<file path="config.mk">
export PLATFORM = sky130hd
export DESIGN_NAME = cdb_writeback_arbiter_flat
export DESIGN_NICKNAME = d
export VERILOG_FILES = /design/src/rtl/cdb_writeback_arbiter_pkg.sv /design/src/rtl/cdb_writeback_arbiter_if.sv /design/src/rtl/cdb_writeback_arbiter_fifo.sv /design/src/rtl/cdb_writeback_arbiter.sv /design/src/flat_wrapper.sv
export SDC_FILE = /design/constraint.sdc
export NUM_CORES = 1
export LEC_CHECK = 0
export ABC_AREA = 1
export ABC_CLOCK_PERIOD_IN_PS = 4200
export CAP_MARGIN = 20
export CORE_MARGIN = 2
export CORE_UTILIZATION = 32
export DETAILED_ROUTE_END_ITERATION = 7
export PLACE_DENSITY = 0.61
export SLEW_MARGIN = 10
export SYNTH_ARGS = -nofsm -noshare
export SYNTH_HDL_FRONTEND = slang
export SYNTH_HIERARCHICAL = 1
export SYNTH_SLANG_ARGS = --single-unit
</file>
<file path="constraint.sdc">
create_clock -name clk -period 4.2 [get_ports clk]
set_input_delay 0.42 -clock clk [delete_from_list [all_inputs] [get_ports clk]]
set_output_delay 0.42 -clock clk [all_outputs]
set_load 0.01 [all_outputs]
</file>
<file path="src/rtl/cdb_writeback_arbiter_pkg.sv">
// Shared types and sizing for the CDB writeback arbiter: result packet layout,
// lane count and a modulo-NUM_FU increment used by the round-robin scan.
package cdb_writeback_arbiter_pkg;

    localparam int NUM_FU     = 4;
    localparam int CDB_W      = 2;
    localparam int PHYS_W     = 6;
    localparam int ROB_W      = 6;
    localparam int BUF_DEPTH  = 2;
    localparam int CDB_LANES  = CDB_W;
    localparam int FU_IDX_W   = (NUM_FU > 1) ? $clog2(NUM_FU) : 1;
    localparam int LANE_CNT_W = $clog2(CDB_LANES + 1);
    localparam int CNT_W      = $clog2(BUF_DEPTH + 1);

    typedef struct packed {
        logic [PHYS_W-1:0] tag;
        logic [31:0]       value;
        logic [ROB_W-1:0]  rob_tag;
    } cdb_pkt_t;

    localparam int PKT_W = $bits(cdb_pkt_t);

    // (base + step) mod NUM_FU; both operands are below NUM_FU so one subtract suffices
    function automatic logic [FU_IDX_W-1:0] fu_wrap_inc(input logic [FU_IDX_W-1:0] base,
                                                        input logic [FU_IDX_W-1:0] step);
        logic [FU_IDX_W:0] sum;
        sum = {1'b0, base} + {1'b0, step};
        if (sum >= (FU_IDX_W + 1)'(NUM_FU)) begin
            sum = sum - (FU_IDX_W + 1)'(NUM_FU);
        end else begin
            sum = sum;
        end
        return sum[FU_IDX_W-1:0];
    endfunction

endpackage

</file>
<file path="src/rtl/cdb_writeback_arbiter_if.sv">
// FU result inputs, flush and CDB broadcast lanes of the writeback arbiter.
interface cdb_writeback_arbiter_if;
    import cdb_writeback_arbiter_pkg::*;

    logic                               flush_pipeline;
    logic [NUM_FU-1:0]                  fu_valid;
    logic [NUM_FU-1:0]                  fu_ready;
    logic [NUM_FU-1:0][PHYS_W-1:0]      fu_dst_tag;
    logic [NUM_FU-1:0][31:0]            fu_value;
    logic [NUM_FU-1:0][ROB_W-1:0]       fu_rob_tag;
    logic [CDB_LANES-1:0]               cdb_valid;
    logic [CDB_LANES-1:0][PHYS_W-1:0]   cdb_tag;
    logic [CDB_LANES-1:0][31:0]         cdb_value;
    logic [CDB_LANES-1:0][ROB_W-1:0]    cdb_rob_tag;

    modport master (
        output flush_pipeline, fu_valid, fu_dst_tag, fu_value, fu_rob_tag,
        input  fu_ready, cdb_valid, cdb_tag, cdb_value, cdb_rob_tag
    );

    modport slave (
        input  flush_pipeline, fu_valid, fu_dst_tag, fu_value, fu_rob_tag,
        output fu_ready, cdb_valid, cdb_tag, cdb_value, cdb_rob_tag
    );

endinterface

</file>
<file path="src/rtl/cdb_writeback_arbiter_fifo.sv">
// Per-FU result FIFO: power-of-two depth, free-running wrapping pointers,
// synchronous flush that also drops a push presented in the same cycle.
module wb_result_fifo #(
    parameter int DEPTH  = 2,
    parameter int DATA_W = 44
) (
    input  logic                         clk,
    input  logic                         reset,
    input  logic                         flush,
    input  logic                         push,
    input  logic [DATA_W-1:0]            push_data,
    input  logic                         pop,
    output logic [$clog2(DEPTH+1)-1:0]   count,
    output logic [DATA_W-1:0]            head
);
    localparam int PTR_W  = $clog2(DEPTH);
    localparam int CNTW   = $clog2(DEPTH + 1);

    logic [DATA_W-1:0] mem_r [DEPTH];
    logic [PTR_W-1:0]  wr_ptr_r;
    logic [PTR_W-1:0]  rd_ptr_r;
    logic [CNTW-1:0]   count_r;

    // Payload storage; contents are only meaningful below count
    always_ff @(posedge clk) begin
        if (push && !flush) begin
            mem_r[wr_ptr_r] <= push_data;
        end else begin
            mem_r[wr_ptr_r] <= mem_r[wr_ptr_r];
        end
    end

    // Pointer and occupancy bookkeeping
    always_ff @(posedge clk or posedge reset) begin
        if (reset) begin
            wr_ptr_r <= '0;
            rd_ptr_r <= '0;
            count_r  <= '0;
        end else if (flush) begin
            wr_ptr_r <= '0;
            rd_ptr_r <= '0;
            count_r  <= '0;
        end else begin
            wr_ptr_r <= push ? wr_ptr_r + PTR_W'(1) : wr_ptr_r;
            rd_ptr_r <= pop  ? rd_ptr_r + PTR_W'(1) : rd_ptr_r;
            case ({push, pop})
                2'b10:   count_r <= count_r + CNTW'(1);
                2'b01:   count_r <= count_r - CNTW'(1);
                default: count_r <= count_r;
            endcase
        end
    end

    assign count = count_r;
    assign head  = mem_r[rd_ptr_r];

endmodule

</file>
<file path="src/rtl/cdb_writeback_arbiter.sv">
// Buffers results from every FU and broadcasts up to CDB_LANES of them per
// cycle on registered CDB lanes, granting non-empty FIFOs round-robin.
module cdb_writeback_arbiter
    import cdb_writeback_arbiter_pkg::*;
(
    input  logic                    clk,
    input  logic                    reset,
    cdb_writeback_arbiter_if.slave  bus
);
    logic [NUM_FU-1:0]     fu_ready_s;
    logic [NUM_FU-1:0]     push_s;
    logic [NUM_FU-1:0]     nonempty_s;
    logic [NUM_FU-1:0]     grant_s;
    logic [CNT_W-1:0]      count_s    [NUM_FU];
    cdb_pkt_t              push_pkt_s [NUM_FU];
    cdb_pkt_t              head_s     [NUM_FU];

    logic [FU_IDX_W-1:0]   rr_ptr_r;
    logic [FU_IDX_W-1:0]   scan_idx_s;
    logic [FU_IDX_W-1:0]   last_fu_s;
    logic [LANE_CNT_W-1:0] n_grant_s;
    logic [CDB_LANES-1:0]  lane_valid_s;
    logic [FU_IDX_W-1:0]   lane_fu_s  [CDB_LANES];

    logic [CDB_LANES-1:0]  cdb_valid_r;
    cdb_pkt_t              cdb_pkt_r  [CDB_LANES];

    // Readiness comes from registered occupancy only, so a same-cycle pop never opens a slot
    for (genvar f = 0; f < NUM_FU; f++) begin : g_fu
        assign fu_ready_s[f] = (count_s[f] < CNT_W'(BUF_DEPTH)) && !reset;
        assign push_s[f]     = bus.fu_valid[f] & fu_ready_s[f];
        assign nonempty_s[f] = (count_s[f] != '0);
        assign push_pkt_s[f] = '{tag: bus.fu_dst_tag[f], value: bus.fu_value[f],
                                 rob_tag: bus.fu_rob_tag[f]};

        wb_result_fifo #(.DEPTH(BUF_DEPTH), .DATA_W(PKT_W)) u_fifo (
            .clk       (clk),
            .reset     (reset),
            .flush     (bus.flush_pipeline),
            .push      (push_s[f]),
            .push_data (push_pkt_s[f]),
            .pop       (grant_s[f]),
            .count     (count_s[f]),
            .head      (head_s[f])
        );
    end

    assign bus.fu_ready = fu_ready_s;

    // Round-robin scan from rr_ptr; the n-th non-empty FIFO found takes lane n
    always_comb begin
        grant_s      = '0;
        lane_valid_s = '0;
        last_fu_s    = '0;
        scan_idx_s   = '0;
        n_grant_s    = '0;
        for (int l = 0; l < CDB_LANES; l++) begin
            lane_fu_s[l] = '0;
        end
        for (int i = 0; i < NUM_FU; i++) begin
            scan_idx_s = fu_wrap_inc(rr_ptr_r, FU_IDX_W'(i));
            if (nonempty_s[scan_idx_s] && (n_grant_s < LANE_CNT_W'(CDB_LANES))) begin
                grant_s[scan_idx_s] = 1'b1;
                for (int l = 0; l < CDB_LANES; l++) begin
                    if (n_grant_s == LANE_CNT_W'(l)) begin
                        lane_valid_s[l] = 1'b1;
                        lane_fu_s[l]    = scan_idx_s;
                    end else begin
                        lane_valid_s[l] = lane_valid_s[l];
                    end
                end
                last_fu_s = scan_idx_s;
                n_grant_s = n_grant_s + LANE_CNT_W'(1);
            end else begin
                n_grant_s = n_grant_s;
            end
        end
    end

    // Round-robin pointer resumes just past the last FU granted
    always_ff @(posedge clk or posedge reset) begin
        if (reset) begin
            rr_ptr_r <= '0;
        end else if (bus.flush_pipeline) begin
            rr_ptr_r <= '0;
        end else if (|grant_s) begin
            rr_ptr_r <= fu_wrap_inc(last_fu_s, FU_IDX_W'(1));
        end else begin
            rr_ptr_r <= rr_ptr_r;
        end
    end

    // CDB lane registers; flush kills valid but leaves the data fields untouched
    always_ff @(posedge clk or posedge reset) begin
        if (reset) begin
            cdb_valid_r <= '0;
            for (int l = 0; l < CDB_LANES; l++) begin
                cdb_pkt_r[l] <= '0;
            end
        end else if (bus.flush_pipeline) begin
            cdb_valid_r <= '0;
        end else begin
            cdb_valid_r <= lane_valid_s;
            for (int l = 0; l < CDB_LANES; l++) begin
                if (lane_valid_s[l]) begin
                    cdb_pkt_r[l] <= head_s[lane_fu_s[l]];
                end else begin
                    cdb_pkt_r[l] <= cdb_pkt_r[l];
                end
            end
        end
    end

    // Unpack lane registers onto the broadcast bus
    always_comb begin
        bus.cdb_valid = cdb_valid_r;
        for (int l = 0; l < CDB_LANES; l++) begin
            bus.cdb_tag[l]     = cdb_pkt_r[l].tag;
            bus.cdb_value[l]   = cdb_pkt_r[l].value;
            bus.cdb_rob_tag[l] = cdb_pkt_r[l].rob_tag;
        end
    end

endmodule

</file>
<file path="src/flat_wrapper.sv">
// flat-port wrapper written by rule: the top's interface ports become plain ports
module cdb_writeback_arbiter_flat import cdb_writeback_arbiter_pkg::*;
  (clk, reset, bus_flush_pipeline, bus_fu_valid, bus_fu_dst_tag, bus_fu_value, bus_fu_rob_tag, bus_fu_ready, bus_cdb_valid, bus_cdb_tag, bus_cdb_value, bus_cdb_rob_tag);
  cdb_writeback_arbiter_if bus_i ();
  input  logic clk;
  input  logic reset;
  input wire logic [$bits(bus_i.flush_pipeline)-1:0] bus_flush_pipeline;
  input wire logic [$bits(bus_i.fu_valid)-1:0] bus_fu_valid;
  input wire logic [$bits(bus_i.fu_dst_tag)-1:0] bus_fu_dst_tag;
  input wire logic [$bits(bus_i.fu_value)-1:0] bus_fu_value;
  input wire logic [$bits(bus_i.fu_rob_tag)-1:0] bus_fu_rob_tag;
  output wire logic [$bits(bus_i.fu_ready)-1:0] bus_fu_ready;
  output wire logic [$bits(bus_i.cdb_valid)-1:0] bus_cdb_valid;
  output wire logic [$bits(bus_i.cdb_tag)-1:0] bus_cdb_tag;
  output wire logic [$bits(bus_i.cdb_value)-1:0] bus_cdb_value;
  output wire logic [$bits(bus_i.cdb_rob_tag)-1:0] bus_cdb_rob_tag;
  assign bus_i.flush_pipeline = bus_flush_pipeline;
  assign bus_i.fu_valid = bus_fu_valid;
  assign bus_i.fu_dst_tag = bus_fu_dst_tag;
  assign bus_i.fu_value = bus_fu_value;
  assign bus_i.fu_rob_tag = bus_fu_rob_tag;
  assign bus_fu_ready = bus_i.fu_ready;
  assign bus_cdb_valid = bus_i.cdb_valid;
  assign bus_cdb_tag = bus_i.cdb_tag;
  assign bus_cdb_value = bus_i.cdb_value;
  assign bus_cdb_rob_tag = bus_i.cdb_rob_tag;
  cdb_writeback_arbiter u_core (.clk(clk), .reset(reset), .bus(bus_i));
endmodule
</file>
## Word level (Yosys, flattened, before mapping)

Memories as Yosys holds them, arrays and structs flattened.
Cells that the tools add are included.

- Add/sub/neg operators: 27
- $lt $le $gt $ge: 22
- Eq/ne operators: 15
- Muxes and demuxes: 99
- Bitwise operators: 14
- Reduce and logical (&&, ||, !) cells: 44

Operator list:

| operator | number |
|---|---|
| $mux W44 | 8 |
| $bmux W44 S2 | 2 |
| $mux W2 | 27 |
| $mux W1 | 43 |
| $mux W4 | 7 |
| $reduce_bool A2 Y1 | 13 |
| $ge A3 B3 Y1 const B | 6 |
| $sub A2 B1 Y2 const B | 9 |
| $pmux W2 S2 | 4 |
| $logic_and A1 B1 Y1 | 15 |
| $eq A2 B1 Y1 const B | 6 |
| $lt A2 B2 Y1 const B | 6 |
| $lt A2 B3 Y1 const B | 4 |
| $or A4 B4 Y4 | 3 |
| $reduce_and A2 Y1 | 6 |
| $reduce_bool A3 Y1 | 4 |
| $add A2 B1 Y2 const B | 5 |
| $add A1 B1 Y1 const B | 8 |
| $bmux W1 S2 | 4 |
| $demux W1 S2 | 4 |
| $eq A2 B2 Y1 const B | 4 |
| $ge A2 B1 Y1 const B | 4 |
| $add A2 B1 Y3 const B | 2 |
| $add A2 B2 Y3 const B | 2 |
| 12 further kinds | 25 |

- Bits in registers: 108
- RAM bits: 352
- Output and inout bits: 94
- Logic and storage cells: 245
- Memories kept: 4

Memories:

| memory | words | bits a word | read ports | clocked after memory_dff | write ports | line | text |
|---|---|---|---|---|---|---|---|
| u_core.g_fu[0].u_fifo.mem_r | 2 | 44 | 1 | 0 | 1 | cdb_writeback_arbiter_fifo.sv:19 | `logic [DATA_W-1:0] mem_r [DEPTH];` |
| u_core.g_fu[1].u_fifo.mem_r | 2 | 44 | 1 | 0 | 1 | cdb_writeback_arbiter_fifo.sv:19 |  |
| u_core.g_fu[2].u_fifo.mem_r | 2 | 44 | 1 | 0 | 1 | cdb_writeback_arbiter_fifo.sv:19 |  |
| u_core.g_fu[3].u_fifo.mem_r | 2 | 44 | 1 | 0 | 1 | cdb_writeback_arbiter_fifo.sv:19 |  |

## Logic depth before layout (Yosys ltp)

Gate-level depths: netlist (run 1).

- Depth after elaboration: 19
- Gate-level depth with buffers: 22

## By module

The synthesis (run 1) kept the hierarchy.

By module, submodules not included:

| module | times used | cells an instance | area each (um^2) | sequential area each (um^2) |
|---|---|---|---|---|
| wb_result_fifo | 4 | 172 | 3602.2 | 2742.6 |
| cdb_writeback_arbiter | 1 | 1409 | 8210.4 | 2302.2 |

## Worst setup path before layout (run 1)

Ideal clock, no wire load.

- Path kind: input-to-reg
- Start: input port reset
- End: memory u_core.g_fu[2].u_fifo.mem_r[0][0] (enable)
- Library setup time: 446 ps
- Arrival time: 2940 ps
- Path slack: 814 ps
- Stages: 4
- Cells stage by stage: clkbuf_1 > nor3b_1 > nand2_1 > nor2_1

- Longest elaborated chain between the ends: 7

RTL lines:

| element | line | text |
|---|---|---|
| start: declaration | flat_wrapper.sv:6 | `input logic reset;` |
| $logic_not A1 Y1 * | cdb_writeback_arbiter.sv:30 | `assign fu_ready_s[f] = (count_s[f] < CNT_W'(BUF_DEPTH)) && !reset;` |
| $logic_and A1 B1 Y1 * | cdb_writeback_arbiter.sv:30 |  |
| $and A1 B1 Y1 * | cdb_writeback_arbiter.sv:31 | `assign push_s[f] = bus.fu_valid[f] & fu_ready_s[f];` |
| named net u_core.push_s[2] | cdb_writeback_arbiter.sv:11 | `logic [NUM_FU-1:0] push_s;` |
| $logic_and A1 B1 Y1 * | cdb_writeback_arbiter_fifo.sv:26 | `if (push && !flush) begin` |
| $mux W1 (on tied branches) | cdb_writeback_arbiter_fifo.sv:26, cdb_writeback_arbiter_fifo.sv:29 |  |
| $mux W1 (implied by the code) or $reduce_and A2 Y1 (tied branches) | - |  |
| $or A1 B1 Y1 (no line) * | - |  |
| end: declaration | cdb_writeback_arbiter_fifo.sv:19 |  |

Mark *: on every way through the listed nets, which the timed path passes. The rest lies on a longest branch.

## Worst setup path in the final report (run 1)

- Start: register u_core.rr_ptr_r[0]
- End: register u_core.cdb_pkt_r, in the netlist u_core/bus.cdb_value[60]

- Longest elaborated chain between the ends: 18

RTL lines:

| element | line | text |
|---|---|---|
| start: declaration | cdb_writeback_arbiter.sv:18 | `logic [FU_IDX_W-1:0] rr_ptr_r;` |
| start signal: assignment | cdb_writeback_arbiter.sv:87 | `rr_ptr_r <= fu_wrap_inc(last_fu_s, FU_IDX_W'(1));` |
| start signal: assignment | cdb_writeback_arbiter.sv:89 | `rr_ptr_r <= rr_ptr_r;` |
| $ge A2 B3 Y1 or $sub A2 B1 Y2 (tied branches) | cdb_writeback_arbiter_pkg.sv:28, cdb_writeback_arbiter_pkg.sv:29 |  |
| $mux W2 | cdb_writeback_arbiter_pkg.sv:28 | `if (sum >= (FU_IDX_W + 1)'(NUM_FU)) begin` |
| $bmux W1 S2 | cdb_writeback_arbiter.sv:62 | `if (nonempty_s[scan_idx_s] && (n_grant_s < LANE_CNT_W'(CDB_LANES))) begin` |
| $mux W1 (implied by the code) | cdb_writeback_arbiter.sv:62 |  |
| $mux W1 | cdb_writeback_arbiter.sv:62 |  |
| $lt A1 B2 Y1 | cdb_writeback_arbiter.sv:62 |  |
| $logic_and A1 B1 Y1 | cdb_writeback_arbiter.sv:62 |  |
| $mux W2 | cdb_writeback_arbiter.sv:62 |  |
| $lt A2 B2 Y1 | cdb_writeback_arbiter.sv:62 |  |
| $logic_and A1 B1 Y1 | cdb_writeback_arbiter.sv:62 |  |
| $mux W2 | cdb_writeback_arbiter.sv:62 |  |
| $lt A2 B2 Y1 or $eq A2 B1 Y1 (tied branches) | cdb_writeback_arbiter.sv:62, cdb_writeback_arbiter.sv:65 |  |
| $logic_and A1 B1 Y1 or $mux W2 (tied branches) | cdb_writeback_arbiter.sv:62, cdb_writeback_arbiter.sv:65 |  |
| $mux W4 | cdb_writeback_arbiter.sv:62 |  |
| $not A2 Y3 (implied by the code) | cdb_writeback_arbiter.sv:106 | `cdb_pkt_r[l] <= head_s[lane_fu_s[l]];` |
| $bmux W44 S2 | cdb_writeback_arbiter.sv:106 |  |
| $mux W44 (implied by the code) (2 in series) | cdb_writeback_arbiter.sv:106 |  |
| end signal: indexed assignment | cdb_writeback_arbiter.sv:106 |  |
| end signal: indexed assignment | cdb_writeback_arbiter.sv:108 | `cdb_pkt_r[l] <= cdb_pkt_r[l];` |
| end: declaration | cdb_writeback_arbiter.sv:26 | `cdb_pkt_t cdb_pkt_r [CDB_LANES];` |

Parallel ways exist; a longest one is shown, timed or not. The select of a mux whose other input is x is not followed.
A chain may end at the register's enable or synchronous reset.

==> flow_summary.json, run 1 <==
{
  "syn_inst": 2097,
  "netlist_area_sq_um": 22600,
  "postCtsSetupBuffers": 0,
  "gr-usage-all-layers_pct": 19.1,
  "start_util_pct": 32.3,
  "grt_pass1_wl_mm": 105,
  "regToRegSetupSlack_ns": 0.42,
  "avgSynthCellArea_sq_um": 10.8,
  "fin_util_pct": 39.9,
  "maxCapViolations": 0,
  "die_area_sq_um": 72800,
  "worstPathRequired_ns": 4.70,
  "wl_mm": 71.2,
  "cts_resized": 0,
  "wl_per_cell_microns": 21.4,
  "criticalPathCategory": "reg -> reg",
  "critPathCapture": "u_core/bus.cdb_value[60]",
  "cts_root_buf": "clkbuf_16",
  "slew_headroom_pct": 30.1,
  "worstHoldPathType": "in -> async",
  "path_max_fanout": 18,
  "die_w_microns": 270,
  "finalWeightedCongestion": 0.898,
  "area_growth_pct": 23.6,
  "r2r-start": "u_core/rr_ptr_r[0]",
  "yosys.cell_types.count": 35,
  "drv_slew": 0,
  "cts_tree": "built",
  "finalCritPeriodShare_pct": 90.0,
  "die_h_microns": 270,
  "drive_gt1_share_pct": 14.0,
  "hpwl_mm": 50.5,
  "cts_sinks": 460,
  "overflow": 0,
  "antenna_found_initial": 1,
  "dr.pass1.iters": 7,
  "cts.path.max_buffers": 3,
  "worst_slew_pin_slew_ns": 1.05,
  "ys_ff_latch": 460,
  "synth_xor_area_share_pct": 0,
  "path_clk_slew_ns": 0.06,
  "tns_ns": 0,
  "portBuffers": 276,
  "final_nets": 2552,
  "status": "finished clean",
  "final.min_clock_period_ns": 3.78,
  "synth.area.mux_share_pct": 11.3,
  "vias": 16300,
  "yosys.area_share.simple_pct": 21.1,
  "clock_latency_ns": 0.60,
  "grt_setup_unrepaired": "no",
  "hold_viol_final": 0,
  "synth_compound_area_share_pct": 0.592,
  "setup_viol": 0,
  "rows": 97,
  "critPathLaunchType": "register",
  "drc_errors": 0,
  "cp.arrival_ns": 4.28,
  "pre_cts_ws_ns": 0.500,
  "ys_warn_count": 6,
  "ys_seq_area_share_pct": 58.7,
  "syn_nets": 2294,
  "grt_max_degree": 82,
  "htree_levels": 2,
  "antenna_cells": 0,
  "first_iter_violations": 1406,
  "routed_via_density": 4.89,
  "yosys.area_share.adder_pct": 0.774,
  "core-area_sq_um": 70000,
  "skew_ns": 0.0317,
  "worstSetupEndpointType": "register",
  "fin_ws_ns": 0.422,
  "grt_pass1_vias": 15800,
  "postRouteAntennaNets": 0,
  "r2r_end": "u_core/bus.cdb_value[60]",
  "cts_hold_buf": 0,
  "ios": 277,
  "cts_buffers": 48,
  "synth_top_family_by_area": "simple AND/OR/NAND/NOR gates",
  "cp-startpoint": "u_core/rr_ptr_r[0]",
  "fmax_mhz": 265,
  "r2r_cells": 18
}
==> stage by stage <==
step / instance area (sq um) / cells / hold WS [ns]
after floorplan: 22600 / 2097 / 0.186
after global placement: 26300 / 3244 / 0.464
after detailed placement: 26400 / 3245 / 0.466
after CTS: 28000 / 3335 / 0.206
after global routing: 28000 / 3335 / 0.245
final: 28000 / 3335 / 0.216
==> synth_stat cells (all sizes together) <==
master / instances / area share, %
ha: 14 / 0.77
nand3: 390 / 8.8
a21oi: 6 / 0.18
clkbuf: 19 / 0.32
a21boi: 1 / 0.033
dfrtp: 108 / 12
nand3b: 1 / 0.033
edfxtp: 352 / 47
nand4: 13 / 0.43
buf: 91 / 3.5
mux2: 176 / 11
nor3: 1 / 0.022
nor2: 30 / 0.58
o21ai: 14 / 0.38
nand2: 649 / 11
nor3b: 4 / 0.13
inv: 228 / 3.8
==> worst max-delay path, stage by stage (launching register included) <==
cell and delay, ns:
dfrtp_1 0.39, inv_4 0.04, ha_1 0.41, inv_1 0.13, nand3_1 0.16, nand2_1 0.15, ha_1 0.21, inv_1 0.25
nand3_2 0.15, nor2_4 0.40, nand3_4 0.18, nand2_4 0.19, nand2_4 0.20, buf_4 0.26, nand2_1 0.07, nand3_1 0.20
nand2_1 0.13, nand2_1 0.05, nand2_1 0.09
==> cells by family after synthesis <==
logic type / after synthesis
buffers and inverters: 338
AO/OA/AOI/OAI: 21
adder cells (fa/ha/maj): 14
multiplexers: 176
flip-flops: 460
AND/OR/NAND/NOR: 1088
==> how the worst min path moves through the flow <==
| stage | startpoint | endpoint | cells past startpoint |
|---|---|---|---|
| 2_1_floorplan | reset | u_core/g_fu[0].u_fifo/count[0] | 1 |
| 3_5_place_dp | u_core/bus.cdb_value[39] | u_core/bus.cdb_value[39] | 2 |
| 5_1_grt | reset | u_core/g_fu[0].u_fifo/rd_ptr_r | 2 |
| 6_report | reset | u_core/g_fu[0].u_fifo/rd_ptr_r | 2 |
| 4_1_cts | reset | u_core/g_fu[0].u_fifo/rd_ptr_r | 2 |
| 3_3_place_gp | u_core/bus.cdb_value[56] | u_core/bus.cdb_value[56] | 2 |
==> placed cells by master, fill, tap and decap left out, types with 22 or more instances in the layout <==
master	Yosys	final
nand2_1	636	636
nand3_1	385	385
edfxtp_1	352	352
clkdlybuf4s50_1	0	276
inv_1	224	223
mux2_4	152	152
dfrtp_1	108	104
clkbuf_16	0	50
mux2_2	24	24
buf_4	11	22
==> registers in the layout, summed over array words and instances, names as in the netlist <==
| name | flops |
|---|---|
| u_core/rr_ptr_r | 2 |
| u_core/g_fu.u_fifo/mem_r | 352 |
| u_core/g_fu.u_fifo/count | 8 |
| u_core/bus.cdb_rob_tag | 12 |
| u_core/g_fu.u_fifo/rd_ptr_r | 4 |
| u_core/bus.cdb_tag | 12 |
| u_core/bus.cdb_valid | 2 |
| u_core/g_fu.u_fifo/wr_ptr_r | 4 |
| u_core/bus.cdb_value | 64 |
==> final cells by class <==
cell class,instances,area (sq um)
fill,6663,42100
timing repair buffer,318,3340
sequential,460,13300
clock inverter,30,314
multi-input combinational,1299,7700
tap,940,1180
clock buffer,60,1290
inverter,228,861
==> layer usage <==
metal,global-route usage (%),wire (microns),part of all wire (%),vias to the layer above
met4,4.58,1430,2.0,2
li1,-,-,-,7528
met2,30.0,32600,46,692
met1,27.5,32400,45,8024
met5,0,13,0.018,-
met3,3.04,4790,6.7,67
Power of run 1 is not shown: default switching activity piles up to over one toggle a cycle in this logic, so the estimate is an artifact.
==> run 2, diff against run 1 <==
--- a/config.mk
+++ b/config.mk
@@ -11,7 +11,7 @@
 export CORE_MARGIN = 2
 export CORE_UTILIZATION = 32
 export DETAILED_ROUTE_END_ITERATION = 7
-export PLACE_DENSITY = 0.61
+export PLACE_DENSITY = 0.54
 export SLEW_MARGIN = 10
 export SYNTH_ARGS = -nofsm -noshare
 export SYNTH_HDL_FRONTEND = slang
==> run 2 against run 1 <==
Net effect: fmax fell by 1.3%; wire length increased by 1.9%; via count is 0.39% lower; cell count up 0.57%; core utilization is 0.31 points higher; critical path type unchanged; critical endpoint is now u_core/bus.cdb_value[35].
==> flow_summary.json, run 2 (synthesis results as in run 1) <==
{
  "critPathTopFamily": "simple AND/OR/NAND/NOR gates",
  "largest_register": "u_core/g_fu.u_fifo/mem_r",
  "hold_viol_final": 0,
  "worstPathRequired_ns": 4.73,
  "critPathLaunchType": "register",
  "hpwl_mm": 52.0,
  "fin_util_pct": 40.2,
  "worstSetupEndpointType": "register",
  "overflow": 0,
  "hold_path_depth": 1,
  "rows": 97,
  "cts_buffers": 51,
  "htree_levels": 2,
  "clock_latency_ns": 0.60,
  "core-area_sq_um": 70000,
  "antenna_found_initial": 6,
  "drv_slew": 0,
  "wl_per_cell_microns": 21.6,
  "final_nets": 2565,
  "cts_tree": "built",
  "crit_cells": 18,
  "slowest_stage": "nor2_4",
  "vias": 16200,
  "tns_ns": 0,
  "final_common_cell": "nand2_1",
  "grt_pass1_vias": 15600,
  "r2r_end": "u_core/bus.cdb_value[35]",
  "path_clk_slew_ns": 0.06,
  "r2r-start": "u_core/rr_ptr_r[0]",
  "cts_resized": 0,
  "worst_slew_pin_slew_ns": 1.15,
  "cp.arrival_ns": 4.36,
  "grt_pass1_wl_mm": 105,
  "start_util_pct": 32.3,
  "status": "finished clean",
  "cp-startpoint": "u_core/rr_ptr_r[0]",
  "cts_root_buf": "clkbuf_16",
  "cts_sinks": 460,
  "die_h_microns": 270,
  "area_growth_pct": 24.6,
  "drc_errors": 0,
  "dr.pass1.iters": 5,
  "gr-usage-all-layers_pct": 19.4,
  "r2r_cells": 18,
  "slew_headroom_pct": 22.9,
  "die_w_microns": 270,
  "final.min_clock_period_ns": 3.83,
  "skew_ns": 0.0197,
  "finalCritPeriodShare_pct": 91.2,
  "path_max_fanout": 35,
  "fin_hold_ws_ns": 0.401,
  "routed_via_density": 4.84,
  "setup_viol": 0,
  "die_area_sq_um": 72800,
  "postRouteAntennaNets": 0,
  "criticalPathCategory": "reg -> reg",
  "maxCapViolations": 0,
  "cts_hold_buf": 0,
  "path_buf_inv": 5,
  "crit_chain": "inv_4 > ha_1 > inv_1 > nand3_1 > nand2_1 > inv_1 > ha_1 > inv_1 > nand2_4 > nand2_4 > nor2_2 > nor2_1 > nor2_4 > buf_4 > nand3_1 > nand2_1 > nand2_1 > nand2_1",
  "cts.path.max_buffers": 3,
  "portBuffers": 276,
  "drive_gt1_share_pct": 14.5,
  "largest_reg_flops": 352,
  "regToRegSetupSlack_ns": 0.37,
  "first_iter_violations": 1520,
  "critPathCapture": "u_core/bus.cdb_value[35]",
  "grt_setup_unrepaired": "no",
  "final_cell_mix": "nand2_1 (636), nand3_1 (385), edfxtp_1 (352), clkdlybuf4s50_1 (276), inv_1 (223)",
  "worstHoldPathType": "in -> reg",
  "wl_mm": 72.5,
  "cpMostUsedCell": "nand2_1",
  "postCtsSetupBuffers": 0,
  "ios": 277,
  "max_stage_delay_ns": 0.87,
  "finalWeightedCongestion": 0.872,
  "fmax_mhz": 261,
  "grt_max_degree": 67
}
[run 2: cell types whose count changed in the layout (fill, tap and decap cells not counted), sizes merged]
cell / before / now
buf: 42 / 52
clkinv: 18 / 17
clkinvlp: 6 / 5
clkbuf: 60 / 65
inv: 229 / 230
diode: 0 / 4
bufinv: 5 / 6
[run 2: final cells by class]
type / instances / area (sq um)
Fill cell: 6682 / 41800
Sequential cell: 460 / 13300
Multi-Input combinational cell: 1299 / 7700
Timing Repair Buffer: 328 / 3440
Clock buffer: 65 / 1390
Tap cell: 940 / 1180
Inverter: 228 / 861
Clock inverter: 30 / 328
Antenna cell: 4 / 10.0
[run 2: per-layer routing]
layer  global-route usage (%)  share of wire (%)
met4                     4.46                1.7
met2                     28.2                 43
met3                     4.11                7.7
met1                     29.3                 48
met5                        0              0.041
[run 2: worst min path at each step]
| stage | from | to | slack, ns |
|---|---|---|---|
| after floorplan | reset | u_core/g_fu[0].u_fifo/count[0] | 0.19 |
| after global placement | u_core/bus.cdb_value[8] | u_core/bus.cdb_value[8] | 0.47 |
| after detailed placement | u_core/bus.cdb_value[8] | u_core/bus.cdb_value[8] | 0.46 |
| after CTS | bus_fu_value[95] | u_core/g_fu[2].u_fifo/mem_r[1][37] | 0.37 |
| after global routing | bus_fu_value[95] | u_core/g_fu[2].u_fifo/mem_r[1][37] | 0.37 |
| final | bus_fu_value[122] | u_core/g_fu[3].u_fifo/mem_r[0][32] | 0.40 |
[run 2: worst reg2reg max path, stage by stage, from the launching register on]
cell     delay [ns]
dfrtp_1        0.38
inv_4          0.04
ha_1           0.39
inv_1          0.15
nand3_1        0.15
nand2_1        0.13
inv_1          0.09
ha_1           0.39
inv_1          0.10
nand2_4        0.12
nand2_4        0.06
nor2_2         0.14
nor2_1         0.09
nor2_4         0.87
buf_4          0.36
nand3_1        0.11
nand2_1        0.07
nand2_1        0.04
nand2_1        0.08
[run 2: through the flow]
step                instance area [sq um]  instances  worst slack [ns]
finish                              28200       3354             0.371
global route                        28200       3354            0.0966
CTS                                 28200       3350             0.386
detailed placement                  26500       3255             0.389
global placement                    26400       3254             0.463
floorplan                           22600       2097             0.814
Power of run 2 is left out for the same reason.
